[src/rtl/spk_pkg.sv]
// Purpose : shared codes, FSM state type and half-period table for the speaker arbiter.
// Latency : n/a (constants and a pure combinational function).
// Backpressure: n/a.
// Contents: note codes, octave codes, mode codes, arb_state_t, hp_of(note, oct).
package spk_pkg;

  localparam logic [2:0] N_SPACE = 3'd0;
  localparam logic [2:0] N_DO    = 3'd1;
  localparam logic [2:0] N_RE    = 3'd2;
  localparam logic [2:0] N_MI    = 3'd3;
  localparam logic [2:0] N_FA    = 3'd4;
  localparam logic [2:0] N_SO    = 3'd5;
  localparam logic [2:0] N_LA    = 3'd6;
  localparam logic [2:0] N_SI    = 3'd7;

  // Any octave code other than these two plays the middle octave.
  localparam logic [1:0] OCT_LOW  = 2'b10;
  localparam logic [1:0] OCT_HIGH = 2'b01;

  localparam logic [2:0] MODE_FREE   = 3'b001;
  localparam logic [2:0] MODE_AUTO   = 3'b010;
  localparam logic [2:0] MODE_STUDY  = 3'b100;
  localparam logic [2:0] MODE_RECORD = 3'b011;
  localparam logic [2:0] MODE_ADJUST = 3'b101;
  localparam logic [2:0] MODE_READ   = 3'b111;

  // Wide enough for the low-octave "do" (381680 cycles).
  localparam int HP_BITS = 19;

  typedef enum logic [1:0] {
    S_IDLE = 2'd0,
    S_PLAY = 2'd1,
    S_GAP  = 2'd2
  } arb_state_t;

  // Half-period in clk cycles at 100 MHz; the space note yields 0.
  function automatic logic [HP_BITS-1:0] hp_of(input logic [2:0] note, input logic [1:0] oct);
    logic [HP_BITS-1:0] mid;
    mid = '0;
    case (note)
      N_DO:    mid = 19'd190840;
      N_RE:    mid = 19'd170068;
      N_MI:    mid = 19'd151515;
      N_FA:    mid = 19'd143266;
      N_SO:    mid = 19'd127551;
      N_LA:    mid = 19'd113636;
      N_SI:    mid = 19'd101214;
      default: mid = '0;
    endcase
    if (oct == OCT_LOW)       return mid << 1;
    else if (oct == OCT_HIGH) return mid >> 1;
    else                      return mid;
  endfunction

endpackage

[src/rtl/spk_tone_gen.sv]
// Purpose : square-wave generator; toggles speaker every hp cycles while enabled.
// Latency : first toggle hp edges after en rises; en low clears speaker on the next edge.
// Backpressure: none; free-running whenever en is high.
// Ports: clk, rst (sync, active-high), hp (half-period in cycles), en, speaker.
module spk_tone_gen #(
  parameter int HP_W = 19
) (
  input  logic            clk,
  input  logic            rst,
  input  logic [HP_W-1:0] hp,
  input  logic            en,
  output logic            speaker
);

  logic [HP_W-1:0] tone_cnt;

  always_ff @(posedge clk) begin
    if (rst) begin
      tone_cnt <= '0;
      speaker  <= 1'b0;
    end else if (!en) begin
      tone_cnt <= '0;
      speaker  <= 1'b0;
    end else if (tone_cnt == hp - HP_W'(1)) begin
      tone_cnt <= '0;
      speaker  <= ~speaker;
    end else begin
      tone_cnt <= tone_cnt + HP_W'(1);
    end
  end

endmodule

[src/rtl/speaker_arbiter.sv]
// Purpose : grants the single speaker to one of five note sources (mode mask + fixed priority), holds and gaps notes, makes the tone.
// Latency : 1 cycle from candidate request to grant; owner switch only after MIN_HOLD (mode change exits at once).
// Backpressure: level-based; losing or early-changing requesters simply wait, nothing is queued.
// Ports: clk, rst, mode, req, note_i, oct_i -> grant, busy, cur_note, cur_oct, speaker.
// Build option: define SPK_ARTIC_GAP_EN to insert GAP_CYC silent cycles between notes; otherwise PLAY exits straight to IDLE.
module speaker_arbiter
  import spk_pkg::*;
#(
  parameter int N_REQ    = 5,
  parameter int MIN_HOLD = 10_000_000,
  parameter int GAP_CYC  = 2_000_000,
  parameter int HP_W     = 19
) (
  input  logic                 clk,
  input  logic                 rst,
  input  logic [2:0]           mode,
  input  logic [N_REQ-1:0]     req,
  input  logic [3*N_REQ-1:0]   note_i,
  input  logic [2*N_REQ-1:0]   oct_i,
  output logic [N_REQ-1:0]     grant,
  output logic                 busy,
  output logic [2:0]           cur_note,
  output logic [1:0]           cur_oct,
  output logic                 speaker
);

  localparam int IDX_W  = (N_REQ > 1) ? $clog2(N_REQ) : 1;
  localparam int HOLD_W = $clog2(MIN_HOLD + 1);
  localparam int GAP_W  = (GAP_CYC > 1) ? $clog2(GAP_CYC) : 1;

`ifdef SPK_ARTIC_GAP_EN
  localparam arb_state_t PLAY_EXIT = S_GAP;
`else
  localparam arb_state_t PLAY_EXIT = S_IDLE;
`endif

  arb_state_t        state, state_nxt;
  logic [2:0]        mode_q;
  logic [HOLD_W-1:0] hold_cnt;
  logic [GAP_W-1:0]  gap_cnt;
  logic [IDX_W-1:0]  own_idx;
  logic [N_REQ-1:0]  elig, cand, above;
  logic [IDX_W-1:0]  win_idx;
  logic [2:0]        win_note, own_note;
  logic [1:0]        win_oct, own_oct;
  logic              own_cand, any_cand, mode_chg, hold_done, release_ok;

  always_comb begin
    elig = '0;
    case (mode)
      MODE_FREE:   elig[0] = 1'b1;
      MODE_AUTO:   elig[1] = 1'b1;
      MODE_STUDY:  begin elig[2] = 1'b1; elig[0] = 1'b1; end
      MODE_RECORD: begin elig[3] = 1'b1; elig[0] = 1'b1; end
      MODE_READ:   elig[3] = 1'b1;
      MODE_ADJUST: elig[4] = 1'b1;
      default:     elig = '0;
    endcase
  end

  // Upward scan so the highest-index candidate is the last writer and wins.
  // The same loop pulls out the current owner's live request for the release test.
  always_comb begin
    cand     = '0;
    above    = '0;
    win_idx  = '0;
    win_note = N_SPACE;
    win_oct  = '0;
    own_note = N_SPACE;
    own_oct  = '0;
    own_cand = 1'b0;
    for (int k = 0; k < N_REQ; k++) begin
      cand[k] = req[k] & elig[k] & (note_i[3*k +: 3] != N_SPACE);
      if (cand[k]) begin
        win_idx  = IDX_W'(k);
        win_note = note_i[3*k +: 3];
        win_oct  = oct_i[2*k +: 2];
      end
      above[k] = cand[k] && (k > int'(own_idx));
      if (IDX_W'(k) == own_idx) begin
        own_note = note_i[3*k +: 3];
        own_oct  = oct_i[2*k +: 2];
        own_cand = cand[k];
      end
    end
  end

  assign any_cand  = |cand;
  assign mode_chg  = (mode != mode_q);
  assign hold_done = (hold_cnt == HOLD_W'(MIN_HOLD));
  // Before the hold expires none of these may cut the note short.
  assign release_ok = hold_done &&
                      (!own_cand || (own_note != cur_note) || (own_oct != cur_oct) || (|above));

  always_ff @(posedge clk) begin
    if (rst) state <= S_IDLE;
    else     state <= state_nxt;
  end

  always_comb begin
    state_nxt = state;
    case (state)
      S_IDLE:  if (any_cand) state_nxt = S_PLAY;
      S_PLAY:  if (mode_chg || release_ok) state_nxt = PLAY_EXIT;
      S_GAP:   if (!mode_chg && (gap_cnt == GAP_W'(GAP_CYC - 1))) state_nxt = S_IDLE;
      default: state_nxt = S_IDLE;
    endcase
  end

  always_ff @(posedge clk) begin
    if (rst) begin
      mode_q   <= '0;
      hold_cnt <= '0;
      gap_cnt  <= '0;
      own_idx  <= '0;
      cur_note <= N_SPACE;
      cur_oct  <= '0;
    end else begin
      mode_q <= mode;
      case (state)
        S_IDLE: begin
          gap_cnt <= '0;
          if (any_cand) begin
            own_idx  <= win_idx;
            cur_note <= win_note;
            cur_oct  <= win_oct;
            hold_cnt <= '0;
          end
        end
        S_PLAY: begin
          gap_cnt <= '0;
          if (!hold_done) hold_cnt <= hold_cnt + HOLD_W'(1);
        end
        S_GAP: begin
          // A mode change restarts the silence so the new mode gets a clean gap.
          if (mode_chg || (gap_cnt == GAP_W'(GAP_CYC - 1))) gap_cnt <= '0;
          else                                             gap_cnt <= gap_cnt + GAP_W'(1);
        end
        default: gap_cnt <= '0;
      endcase
    end
  end

  always_comb begin
    grant = '0;
    if (state == S_PLAY) grant[own_idx] = 1'b1;
  end

  assign busy = (state != S_IDLE);

  spk_tone_gen #(
    .HP_W (HP_W)
  ) u_tone (
    .clk     (clk),
    .rst     (rst),
    .hp      (HP_W'(hp_of(cur_note, cur_oct))),
    .en      (state == S_PLAY),
    .speaker (speaker)
  );

endmodule

[config.mk]
export PLATFORM = sky130hd
export DESIGN_NAME = speaker_arbiter
export DESIGN_NICKNAME = d
export VERILOG_FILES = /design/src/rtl/spk_pkg.sv /design/src/rtl/spk_tone_gen.sv /design/src/rtl/speaker_arbiter.sv
export SDC_FILE = /design/constraint.sdc
export NUM_CORES = 1
export LEC_CHECK = 0
export ABC_AREA = 1
export ABC_CLOCK_PERIOD_IN_PS = 2800
export CAP_MARGIN = 20
export CORE_ASPECT_RATIO = 0.6
export CORE_UTILIZATION = 25
export CTS_CLUSTER_SIZE = 20
export DETAILED_ROUTE_END_ITERATION = 7
export PLACE_DENSITY = 0.49
export SYNTH_ARGS = -nofsm -noshare
export SYNTH_HDL_FRONTEND = slang
export SYNTH_SLANG_ARGS = --single-unit
[constraint.sdc]
create_clock -name clk -period 2.8 [get_ports clk]
set_input_delay 0.42 -clock clk [delete_from_list [all_inputs] [get_ports clk]]
set_output_delay 0.42 -clock clk [all_outputs]
set_load 0.02 [all_outputs]
==> flow_summary.yaml <==
yosys:
  syn_area_per_cell_um2: 6.341
  yosysSeqAreaShare: 0.2716
  synth_top_area_frac: 0.2716
  yosysWarnings: 0
  synth.area.mux_share: 0
  synth_area_leaders: "dfxtp_1 (27%), nand2_1 (14%), inv_1 (7.3%), nor2_1 (5.8%), nand3_1 (5.7%)"
  synth-xor-area-share: 0.05002
  syn_area_mm2: 0.004128
  synthCells: 651
  synth_edf_count: 0
  synth_largest_area_cell: "dfxtp_1"
  synth-simple-area-share: 0.3922
  synthAdderAreaFrac: 0.01212
  synth_seq_cells: 56
  synthFlopType: "dfxtp_1"
  synth_top_family_by_area: "simple AND/OR/NAND/NOR gates"
  synth_compound_area_frac: 0.1740
  ys_types: 53
  async_flop_share: 0
  syn_nets: 690
sta:
  finalCritPeriodShare: 0.9343
  hold_ws_ps: 458.4
  clock.fmax_ghz: 0.3823
  hold_violations: 0
  worst-slew-pin-transition_ps: 1174
  finalCriticalPeriod_ps: 2616
  drv_slew: 0
  slew_headroom: 0.2143
  setup-violations-final: 0
  rsz0062_at_grt: "true"
  finClkSkew_ps: 11.89
  fin_tns_setup_ps: 0
clock_network:
  root_buffer: "clkbuf_16"
  clock_path_buffers: 2
  numCtsBuffers: 5
  clkSlewWorstSetupHoldPaths_ps: 90
  cts_tree: "built"
  cts_sinks: 56
  insertion_delay_ps: 310
  postCtsSetupBuffers: 0
  cts_max_level: 2
floorplan:
  start_util: 0.2626
  die_h_um: 101.5
  core_area_mm2: 0.01572
  die_w_um: 167.9
  ioPinCount: 47
  dieArea_mm2: 0.01705
  rows: 35
global_route:
  overflow: 0
  antenna_found_initial: 0
  first_global_vias: 4218
  grt_use_total: 0.1742
  grt_pass1_wl_mm: 23.08
  grt_max_degree: 20
setup_path:
  critPathMaxStageDelay_ps: 930
  cpMaxStageDelayCell: "nor2_1"
  critPathRequiredTime_ps: 3050
  path_delay_family: "simple AND/OR/NAND/NOR gates"
  path_buf_inv: 2
  cp-start-kind: "flop"
  crit_fanout: 8
  crit_path_end_kind: "flop"
  path_cells: "inv_1 -> nor2_1 -> inv_1 -> a2111oi_0 -> nand2_1 -> nand2_1"
  critPathArrivalTime_ps: 2860
  worstSetupPathType: "reg -> reg"
routing:
  first_pass_iters: 7
  wire_per_inst_um: 16.10
  drc: 0
  via_count: 4655
  wl_mm: 14.92
  viasPerCell: 5.022
  drt_iter0_drc: 435
  ant_nets: 0
worst_hold_path:
  min_path_type: "reg -> reg"
placement:
  post_dp_cell_area_mm2: 0.004976
  io_buffers: 46
  dpl.hpwl_mm: 11.73
  gp_congestion: 0.9280
power_and_ir_drop:
  p_switching_w: 0.0008035
  p_clk_frac: 0.307
  p_int_w: 0.001421
  p_leak_nw: 1.972
  seqPwrFrac: 0.377
  p_total_w: 0.002225
  ir_worst_vdd_v: 0.0001981
  swShare: 0.3611
  p_comb_frac: 0.316
  p_per_area_mw_per_mm2: 427.9
layout:
  post-route-util: 0.3308
  fin_area_mm2: 0.005200
  nets: 762
  areaGrowthSynthToFinish_pct: 25.98
  layout-drive-gt1-share: 0.1229
  diodes: 0
status:
  outcome: "finished clean"
run:
  max_cap_viol_count: 0
-- timing repair --
item                                    in CTS  in global routing
endpoints found under the setup margin       9                 19
hold buffers                                 0                  0
pin swaps                                    0                  3
gates resized for setup                      1                 12
cloned                                       0                  2
-- stage by stage --
step           worst slack, ps  instances
5_1_grt                 -20.07        927
4_1_cts                  58.21        925
3_5_place_dp           -0.8364        917
3_3_place_gp             35.52        917
6_report                 184.1        927
2_1_floorplan            198.5        651
-- registers in the layout, summed over array words and instances (netlist names) --
name / flops
hold_cnt: 24
u_tone.speaker: 1
mode_q: 3
cur_oct: 2
state: 1
u_tone.tone_cnt: 19
cur_note: 3
own_idx: 3
-- power by group through the flow --
stage	registers [W]	clock network (W)	logic (W)
finish	0.000838	0.000683	0.000704
global route	0.000841	0.000737	0.000773
CTS	0.000836	0.000710	0.000679
floorplan	0.000851	0	0.000428
global placement	0.000854	0	0.000671
detailed placement	0.000854	0	0.000675
-- metal layers --
metal  track usage  wire length (µm)
met5             0                 0
met3       0.02931              1137
met2        0.2314              5324
met4       0.02682               129
met1        0.2838              8329
-- cell usage after synthesis, types with 6 or more instances --
master,instances
nand2_1,158
inv_1,80
nor2_1,64
dfxtp_1,56
nand3_1,47
a21oi_1,38
o21ai_0,37
nor3_1,23
xor2_1,20
nand4_1,18
nor2_2,15
inv_2,7
o22ai_1,7
o211ai_1,6
-- cell type report --
type | count | area, µm²
Timing Repair Buffer | 74 | 670.6
Sequential cell | 56 | 1127
Clock inverter | 3 | 25.02
Clock buffer | 5 | 125.1
Multi-Input combinational cell | 497 | 2661
Fill cell | 1704 | 10520
Inverter | 89 | 336.6
Tap cell | 203 | 254.0
-- cells by family after synthesis --
kind of cell / after synthesis
buf+inv: 100
fa+ha+maj: 4
xor+xnor: 22
compound gates: 119
flops: 56
simple gates: 350
-- worst paths after layout --
check,startpoint,to,slack [ps],cells after the start
max,state[0]$_SDFFE_PP0P_,state[0]$_SDFFE_PP0P_,180,6
min,hold_cnt[23]$_SDFFE_PP0P_,hold_cnt[23]$_SDFFE_PP0P_,460,1
max reg2reg,state[0]$_SDFFE_PP0P_,state[0]$_SDFFE_PP0P_,180,6
min reg2reg,hold_cnt[23]$_SDFFE_PP0P_,hold_cnt[23]$_SDFFE_PP0P_,460,1
-- cell usage in the layout, fill, tap and decap left out, types with 18 or more instances in the layout --
cell type and n:
inv_1 80, a21oi_1 38, o21ai_0 37, nand2_1 155
nor2_1 64, xor2_1 20, nand4_1 18, nand3_1 47
nor3_1 23, dfxtp_1 53, clkdlybuf4s50_1 46, buf_4 28
(Power assumes the default switching activity.)
